--- src/rtl/ifu_pkg.sv ---
// Shared types and line geometry for the instruction-fetch fill path.
package ifu_pkg;

    localparam int CL_WIDTH     = 128;
    localparam int WORD_WIDTH   = 32;
    localparam int WORDS_PER_CL = CL_WIDTH / WORD_WIDTH;
    localparam int WORD_IDX_W   = $clog2(WORDS_PER_CL);
    localparam int CNT_W        = WORD_IDX_W + 1;
    localparam int LINE_BYTES   = CL_WIDTH / 8;

    typedef struct packed {
        logic [31:0] fill_requested_address;
        logic        valid;
    } t_cache2i_mem_req;

    typedef struct packed {
        logic [CL_WIDTH-1:0] filled_instruction;
        logic                valid;
        logic [31:0]         address;
    } t_i_mem2cache_rsp;

    typedef enum logic [1:0] {
        FILL_IDLE,
        FILL_FETCH,
        FILL_RESP
    } t_fill_states;

    function automatic logic [31:0] line_base(input logic [31:0] addr);
        return addr & ~32'(LINE_BYTES - 1);
    endfunction

endpackage

--- src/rtl/ifu_line_fill.sv ---
// Cache-line fill engine: issues WORDS_PER_CL in-order word reads, assembles the
// returns into one line and hands it to the cache as a single-cycle response.
module ifu_line_fill
    import ifu_pkg::*;
(
    input  logic                  Clk,
    input  logic                  Rst,
    input  t_cache2i_mem_req      FillReq,
    output t_i_mem2cache_rsp      FillRsp,
    output logic                  MemRdEn,
    output logic [31:0]           MemRdAddr,
    input  logic                  MemRdReady,
    input  logic                  MemRdDataValid,
    input  logic [WORD_WIDTH-1:0] MemRdData,
    output logic                  FillBusy
);

    typedef logic [WORDS_PER_CL-1:0][WORD_WIDTH-1:0] t_line;

    t_fill_states     state_q,     state_d;
    logic [31:0]      base_q,      base_d;
    logic [CNT_W-1:0] issue_cnt_q, issue_cnt_d;
    logic [CNT_W-1:0] ret_cnt_q,   ret_cnt_d;
    t_line            line_q,      line_d;
    logic             rd_en_q,     rd_en_d;
    logic [31:0]      rd_addr_q,   rd_addr_d;
    logic             busy_q,      busy_d;
    t_i_mem2cache_rsp rsp_q,       rsp_d;

    always_comb begin
        // NOTE: every _d starts from its _q, so no path through the case can leave one unassigned and infer a latch.
        state_d     = state_q;
        base_d      = base_q;
        issue_cnt_d = issue_cnt_q;
        ret_cnt_d   = ret_cnt_q;
        line_d      = line_q;
        rd_en_d     = rd_en_q;
        rd_addr_d   = rd_addr_q;
        busy_d      = busy_q;
        rsp_d       = rsp_q;
        rsp_d.valid = 1'b0;

        case (state_q)
            FILL_IDLE: begin
                if (FillReq.valid) begin
                    state_d     = FILL_FETCH;
                    base_d      = line_base(FillReq.fill_requested_address);
                    issue_cnt_d = '0;
                    ret_cnt_d   = '0;
                    rd_en_d     = 1'b1;
                    rd_addr_d   = line_base(FillReq.fill_requested_address);
                    busy_d      = 1'b1;
                end
            end

            FILL_FETCH: begin
                // Next address is precomputed so MemRdAddr is a flop and stays put under back-pressure.
                if (rd_en_q && MemRdReady) begin
                    issue_cnt_d = issue_cnt_q + 1'b1;
                    rd_en_d     = issue_cnt_d < CNT_W'(WORDS_PER_CL);
                    if (rd_en_d) begin
                        rd_addr_d = base_q + (32'(issue_cnt_d) << 2);
                    end
                end
                if (MemRdDataValid) begin
                    line_d[ret_cnt_q[WORD_IDX_W-1:0]] = MemRdData;
                    ret_cnt_d = ret_cnt_q + 1'b1;
                    if (ret_cnt_q == CNT_W'(WORDS_PER_CL - 1)) begin
                        state_d                  = FILL_RESP;
                        rsp_d.valid              = 1'b1;
                        rsp_d.filled_instruction = line_d;
                        rsp_d.address            = base_q;
                    end
                end
            end

            FILL_RESP: begin
                state_d     = FILL_IDLE;
                issue_cnt_d = '0;
                ret_cnt_d   = '0;
                busy_d      = 1'b0;
            end

            default: begin
                state_d = FILL_IDLE;
                busy_d  = 1'b0;
                rd_en_d = 1'b0;
            end
        endcase
    end

    always_ff @(posedge Clk) begin
        // NOTE: non-blocking assignments so every flop samples the pre-edge value of all the others.
        if (Rst) begin
            state_q     <= FILL_IDLE;
            base_q      <= '0;
            issue_cnt_q <= '0;
            ret_cnt_q   <= '0;
            line_q      <= '0;
            rd_en_q     <= 1'b0;
            rd_addr_q   <= '0;
            busy_q      <= 1'b0;
            rsp_q       <= '0;
        end else begin
            state_q     <= state_d;
            base_q      <= base_d;
            issue_cnt_q <= issue_cnt_d;
            ret_cnt_q   <= ret_cnt_d;
            line_q      <= line_d;
            rd_en_q     <= rd_en_d;
            rd_addr_q   <= rd_addr_d;
            busy_q      <= busy_d;
            rsp_q       <= rsp_d;
        end
    end

    assign FillRsp   = rsp_q;
    assign MemRdEn   = rd_en_q;
    assign MemRdAddr = rd_addr_q;
    assign FillBusy  = busy_q;

endmodule

--- config.mk ---
export PLATFORM = sky130hd
export DESIGN_NAME = ifu_line_fill
export DESIGN_NICKNAME = d
export VERILOG_FILES = /design/src/rtl/ifu_pkg.sv /design/src/rtl/ifu_line_fill.sv
export SDC_FILE = /design/constraint.sdc
export NUM_CORES = 1
export LEC_CHECK = 0
export BUFFER_PORTS_ARGS = -buffer_cell sky130_fd_sc_hd__clkbuf_2
export CORE_ASPECT_RATIO = 0.6
export CORE_UTILIZATION = 37
export CTS_BUF_LIST = sky130_fd_sc_hd__clkbuf_4 sky130_fd_sc_hd__clkbuf_8 sky130_fd_sc_hd__clkbuf_16
export DETAILED_ROUTE_END_ITERATION = 7
export GPL_ROUTABILITY_DRIVEN = 0
export HOLD_SLACK_MARGIN = 0.15
export MAX_ROUTING_LAYER = met4
export SLEW_MARGIN = 20
export SYNTH_ARGS = -nofsm -noshare
export SYNTH_HDL_FRONTEND = slang
export SYNTH_SLANG_ARGS = --single-unit
--- constraint.sdc ---
create_clock -name Clk -period 2.4 [get_ports Clk]
set_clock_uncertainty 0.1 [all_clocks]
set_input_delay 0.24 -clock Clk [delete_from_list [all_inputs] [get_ports Clk]]
set_output_delay 0.24 -clock Clk [all_outputs]
set_load 0.05 [all_outputs]
==> impl_metrics.tcl, run 1 <==
set metrics [dict create \
    die_h_um 155 \
    end_kind "flip-flop" \
    setup_viol 0 \
    clockBufferDepth 3 \
    detail_route.first_pass.iterations 5 \
    crit_family "simple AND/OR/NAND/NOR gates" \
    intPower_mw 9.60 \
    path_class "reg2reg" \
    die_x_um 257 \
    crit_buf_inv 1 \
    multi_input_area_um2 6700 \
    cpPeakStageDelay_ns 0.35 \
    period_needed_ns 2.34 \
    p_per_area_nw_per_um2 698 \
    synthArstFlopShare 0 \
    seq_area_um2 7070 \
    grt_max_degree 114 \
    dp.final_hpwl_mm 27.0 \
    fp-row-count 55 \
    grt_setup_unrepaired "true" \
    fillers 3753 \
    yosys_register_bits 353 \
    final_util 0.481 \
    worst_hold_slack_ns 0.191 \
    critPathRequiredTime_ns 2.73 \
    drv_cap 0 \
    ys_top_cells_by_area "dfxtp_1, nand2_1, mux2i_1, a21oi_1, a211oi_1" \
    ant_nets 0 \
    vias_per_cell 5.06 \
    syn-cell-area_um2 14400 \
    cts_tree "yes" \
    synthCells 1711 \
    seqPwrFrac 0.474 \
    dp_cells 2356 \
    drt_wl_total_mm 42.2 \
    drt-initial-drc-count 884 \
    crit_path_start_kind "flip-flop" \
    max_freq_mhz 427 \
    area_growth_pct 27.1 \
    layout_common_cells "nand2_1, dfxtp_1, clkbuf_2, a21oi_1, nor2_1" \
    synth_edf_count 0 \
    antenna_found_initial 1 \
    worstHoldPathType "in2reg" \
    core-area_um2 38000 \
    tightest_slew_ns 0.723 \
    yosysTopAreaCell "dfxtp_1" \
    p_leak_nw 6.79 \
    clkTransAtPathRegs_ns 0.07 \
    finalHoldViolations 0 \
    clkSinkCount 353 \
    cp_slowest_cell "nor3_4" \
    p_sw_mw 3.15 \
    final_common_cell "nand2_1" \
    crit_arrival_ns 2.67 \
    ir_worst_vdd_uv 512 \
    nNetsFinal 2040 \
    reg2reg_slack_ns 0.06 \
    crit_chain "ha_4 > xor2_4 > ha_4 > buf_6 > nand4_1 > nor3_4 > nand4_1 > xor2_1 > a2111oi_2" \
    initial_core_util 0.379 \
    drcViolationCount 0 \
    grt_pass1_vias 11600 \
    maxSlewViolCount 0 \
    grt_overflow 0 \
    ys_types 50 \
    vias 12700 \
    power_frac_clock 0.445 \
    combPwrFrac 0.081 \
    drive_gt1_frac 0.207 \
    h-tree-depth 2 \
    numCtsBuffers 36 \
    avgSynthCellArea_um2 8.41 \
    tns_ns 0 \
    ys_seq_area_frac 0.491 \
    switching_share 0.247 \
    io_pins 264 \
    grt_pass1_wl_mm 65.5 \
    instances_no_fill 2503 \
    root_buffer "clkbuf_16" \
    grtUsageTotal 0.211 \
    yosys_most_used_dff "dfxtp_1" \
    dieArea_um2 39700 \
    yosys.area.top_type_share 0.491 \
    post-route-period-util 0.975 \
    relSlewSlack 0.514 \
    clk_latency_ns 0.53 \
    status "finished clean" \
    wl_per_cell_um 16.8 \
    portBuffers 253 \
    crit_fanout 4 \
    ys_warn_count 0 \
]
==> what timing repair did <==
action | in CTS | in global routing
hold endpoints to repair | 342 | 0
hold buffers | 78 | 0
gates resized for setup | 0 | 10
endpoints found under the setup margin | 0 | 25
setup buffers | 0 | 4
==> path summary, 6_finish.rpt <==
path | to | start | cells after the start
setup / recovery | MemRdAddr[31] | issue_cnt_q[0] | 9
hold / removal | MemRdEn | MemRdReady | 4
setup reg to reg | MemRdAddr[31] | issue_cnt_q[0] | 9
hold reg to reg | line_q[62] | line_q[62] | 2
==> cells in the mapped netlist (all sizes together) (7+ instances only) <==
master	number
mux2i	129
clkbuf	144
ha	8
nor2	170
o22ai	11
buf	36
nand3	15
nand4	9
a21oi	201
xor2	21
dfxtp	353
and3	12
nor3	7
a211oi	132
a22oi	11
nand2	393
inv	7
==> stage by stage <==
step | instance area [um^2] | power [mW] | setup slack [ns]
2_1_floorplan | 14500 | 6.81 | 0.00737
3_3_place_gp | 16200 | 7.08 | 0.0941
3_5_place_dp | 16200 | 7.10 | 0.0338
4_1_cts | 18200 | 12.9 | 0.00810
5_1_grt | 18300 | 13.2 | -0.118
6_report | 18300 | 12.7 | 0.0595
==> layout make-up <==
class / count / area share
Antenna cell: 1 / 0.000137
Inverter: 7 / 0.00144
Tap cell: 513 / 0.0351
Timing Repair Buffer: 389 / 0.145
Multi-Input combinational cell: 1176 / 0.367
Clock buffer: 52 / 0.0576
Sequential cell: 353 / 0.387
Clock inverter: 12 / 0.00726
==> tightest hold or removal path, delay by kind of cell <==
kind	cells	cell delay [ns]
AOI/OAI and AO/OA	2	0.20
buffers and inverters	1	0.12
and+or+nand+nor	1	0.22
==> power groups by stage <==
stage / clock network, mW / logic (mW) / registers [mW]
after floorplan: 0 / 0.522 / 6.29
after global placement: 0 / 0.910 / 6.17
after detailed placement: 0 / 0.922 / 6.17
after CTS: 5.83 / 1.03 / 6.04
after global routing: 6.06 / 1.11 / 6.05
final: 5.67 / 1.03 / 6.04
==> per-layer routing <==
layer  vias up  GRT usage  part of all wire
met5         -          -                 0
met4         0     0.0513             0.017
met3        54     0.0313             0.046
met2       275      0.315              0.44
met1      6014      0.299              0.50
li1       6321          -                 -
==> sequential cells by signal (all words and copies together) (netlist names) <==
signal,cells
base_q,28
FillRsp,157
ret_cnt_q,3
line_q,128
state_q,2
MemRdAddr,30
MemRdEn,1
issue_cnt_q,3
FillBusy,1
==> logic make-up after synthesis <==
logic type               count (synthesis)  synth area share
other                                    1          0.000261
buffers and inverters                  187            0.0539
AND/OR/NAND/NOR                        623             0.176
flip-flops                             353             0.491
multiplexers                           129            0.0898
AO/OA/AOI/OAI                          383             0.166
adder cells (fa/ha/maj)                  8           0.00696
XOR/XNOR                                27            0.0164
Note: power is estimated with default switching activity, not from simulation.
==> inputs of run 2 (changes only) <==
- SETUP_SLACK_MARGIN: not set -> 0.15
==> run 2 against run 1 <==
Compared with the run above:
- setup slack better by 0.075 ns
- critical endpoint unchanged
- cell area is 0.13% higher
- cell count is 0.52% lower
- largest cell class unchanged
- routed wire length is 2.0% higher
- largest power group is now the clock network
- sequential power hardly changed
- clock-buffer cell count is 5 higher
- die area stayed put
==> impl_metrics.tcl, run 2 (synthesis gave the netlist of run 1 again) <==
set metrics [dict create \
    drcViolationCount 0 \
    die_x_um 257 \
    status "finished clean" \
    period_needed_ns 2.27 \
    nNetsFinal 2026 \
    largest_reg_flops 157 \
    final_area_um2 18300 \
    clk_latency_ns 0.54 \
    drt-initial-drc-count 973 \
    initial_core_util 0.379 \
    grt_overflow 0 \
    grt_max_degree 103 \
    clkSinkCount 353 \
    cp_slowest_cell "dfxtp_4" \
    p_leak_nw 6.78 \
    maxSlewViolCount 0 \
    cts_tree "yes" \
    setup_viol 0 \
    clockBufferDepth 3 \
    postPlaceCellArea_um2 16200 \
    crit_path_start_kind "flip-flop" \
    layout_common_cells "nand2_1, dfxtp_1, clkbuf_2, a21oi_1, nor2_1" \
    crit_chain "ha_4 > xor2_4 > ha_4 > nand4_1 > nor3_4 > nand4_1 > xor2_1 > a2111oi_2" \
    end_kind "flip-flop" \
    tightest_slew_ns 0.709 \
    h-tree-depth 2 \
    dp.final_hpwl_mm 26.6 \
    grt_setup_unrepaired "true" \
    critPathRequiredTime_ns 2.73 \
    dieArea_um2 39700 \
    fillers 3670 \
    ir_worst_vdd_uv 419 \
    drive_gt1_frac 0.211 \
    fp-row-count 55 \
    drt_wl_total_mm 43.0 \
    root_buffer "clkbuf_16" \
    die_h_um 155 \
    portBuffers 253 \
    p_per_area_nw_per_um2 717 \
    numCtsBuffers 36 \
    seq_area_um2 7070 \
    relSlewSlack 0.527 \
    crit_fanout 4 \
    grt_pass1_vias 11700 \
    finalHoldViolations 0 \
    crit_buf_inv 0 \
    area_growth_pct 27.2 \
    finalPower_mw 13.1 \
    reg2reg_slack_ns 0.13 \
    post-route-period-util 0.944 \
    wl_per_cell_um 17.3 \
    vias 12700 \
    core-area_um2 38000 \
    clkTransAtPathRegs_ns 0.06 \
    detail_route.first_pass.iterations 5 \
    worst_hold_slack_ns 0.194 \
    worstHoldPathType "in2reg" \
    vias_per_cell 5.09 \
    grt_pass1_wl_mm 65.3 \
    ant_nets 0 \
    antenna_found_initial 1 \
    final_common_cell "nand2_1" \
    drv_cap 0 \
    crit_family "simple AND/OR/NAND/NOR gates" \
    grtUsageTotal 0.210 \
    max_freq_mhz 441 \
    crit_arrival_ns 2.60 \
    io_pins 264 \
    multi_input_area_um2 6730 \
    cpPeakStageDelay_ns 0.35 \
    path_class "reg2reg" \
]
## run 2: cell count changes in the layout (fill, tap and decap cells not counted), sizes merged
cell         previous run  this run
clkinvlp                3         0
clkinv                  6         4
inv                     8         7
buf                    59        57
dlygate4sd3            78        63
bufinv                  2         4
clkbuf                304       312
## run 2: area by class of cell
cell class | instances | share of cell area
Timing Repair Buffer | 375 | 0.139
Tap cell | 513 | 0.0351
Antenna cell | 1 | 0.000137
Clock inverter | 8 | 0.00827
Clock buffer | 57 | 0.0618
Multi-Input combinational cell | 1176 | 0.368
Inverter | 7 | 0.00144
Sequential cell | 353 | 0.386
## run 2: metal layers
| layer | vias to the layer above | global-route usage | share of wire |
|---|---|---|---|
| li1 | 6274 | - | - |
| met3 | 56 | 0.0346 | 0.047 |
| met4 | 0 | 0.0573 | 0.020 |
| met5 | - | - | 0 |
| met2 | 306 | 0.312 | 0.44 |
| met1 | 6045 | 0.295 | 0.50 |
## run 2: per-stage QoR
stage | TNS, ns | setup WS [ns] | instances | utilization
after floorplan | 0 | 0.143 | 1716 | -
after detailed placement | -0.00371 | -0.00371 | 2346 | 0.426
after CTS | 0 | 0.0657 | 2483 | 0.479
after global routing | 0 | 0.00805 | 2490 | 0.482
after global placement | 0 | 0.103 | 2346 | 0.426
final | 0 | 0.135 | 2490 | 0.482
## run 2: report_power, final
part | internal (mW) | switching [mW]
sequential | 5.96 | 0.0886
clock | 3.68 | 2.38
combinational | 0.348 | 0.674
## run 2: what timing repair did
item                                    4_1_cts  5_1_grt
hold buffers                                 63        0
pin swaps                                    10        7
setup buffers                                 9        4
resized for setup                             5       17
endpoints found under the setup margin       16      166
endpoints found under the hold margin       331        0
cloned                                        0        2
## run 2: tightest hold or removal path, delay by kind of cell
family                 cells  cell delay [ns]
AOI/OAI and AO/OA          2             0.21
and+or+nand+nor            1             0.22
buffers and inverters      1             0.10
## run 2: path summary, 6_finish.rpt
kind | startpoint | end | cells past startpoint
setup / recovery | issue_cnt_q[0] | MemRdAddr[31] | 8
hold / removal | MemRdReady | MemRdEn | 4
setup reg to reg | issue_cnt_q[0] | MemRdAddr[31] | 8
hold reg to reg | line_q[17] | line_q[17] | 2
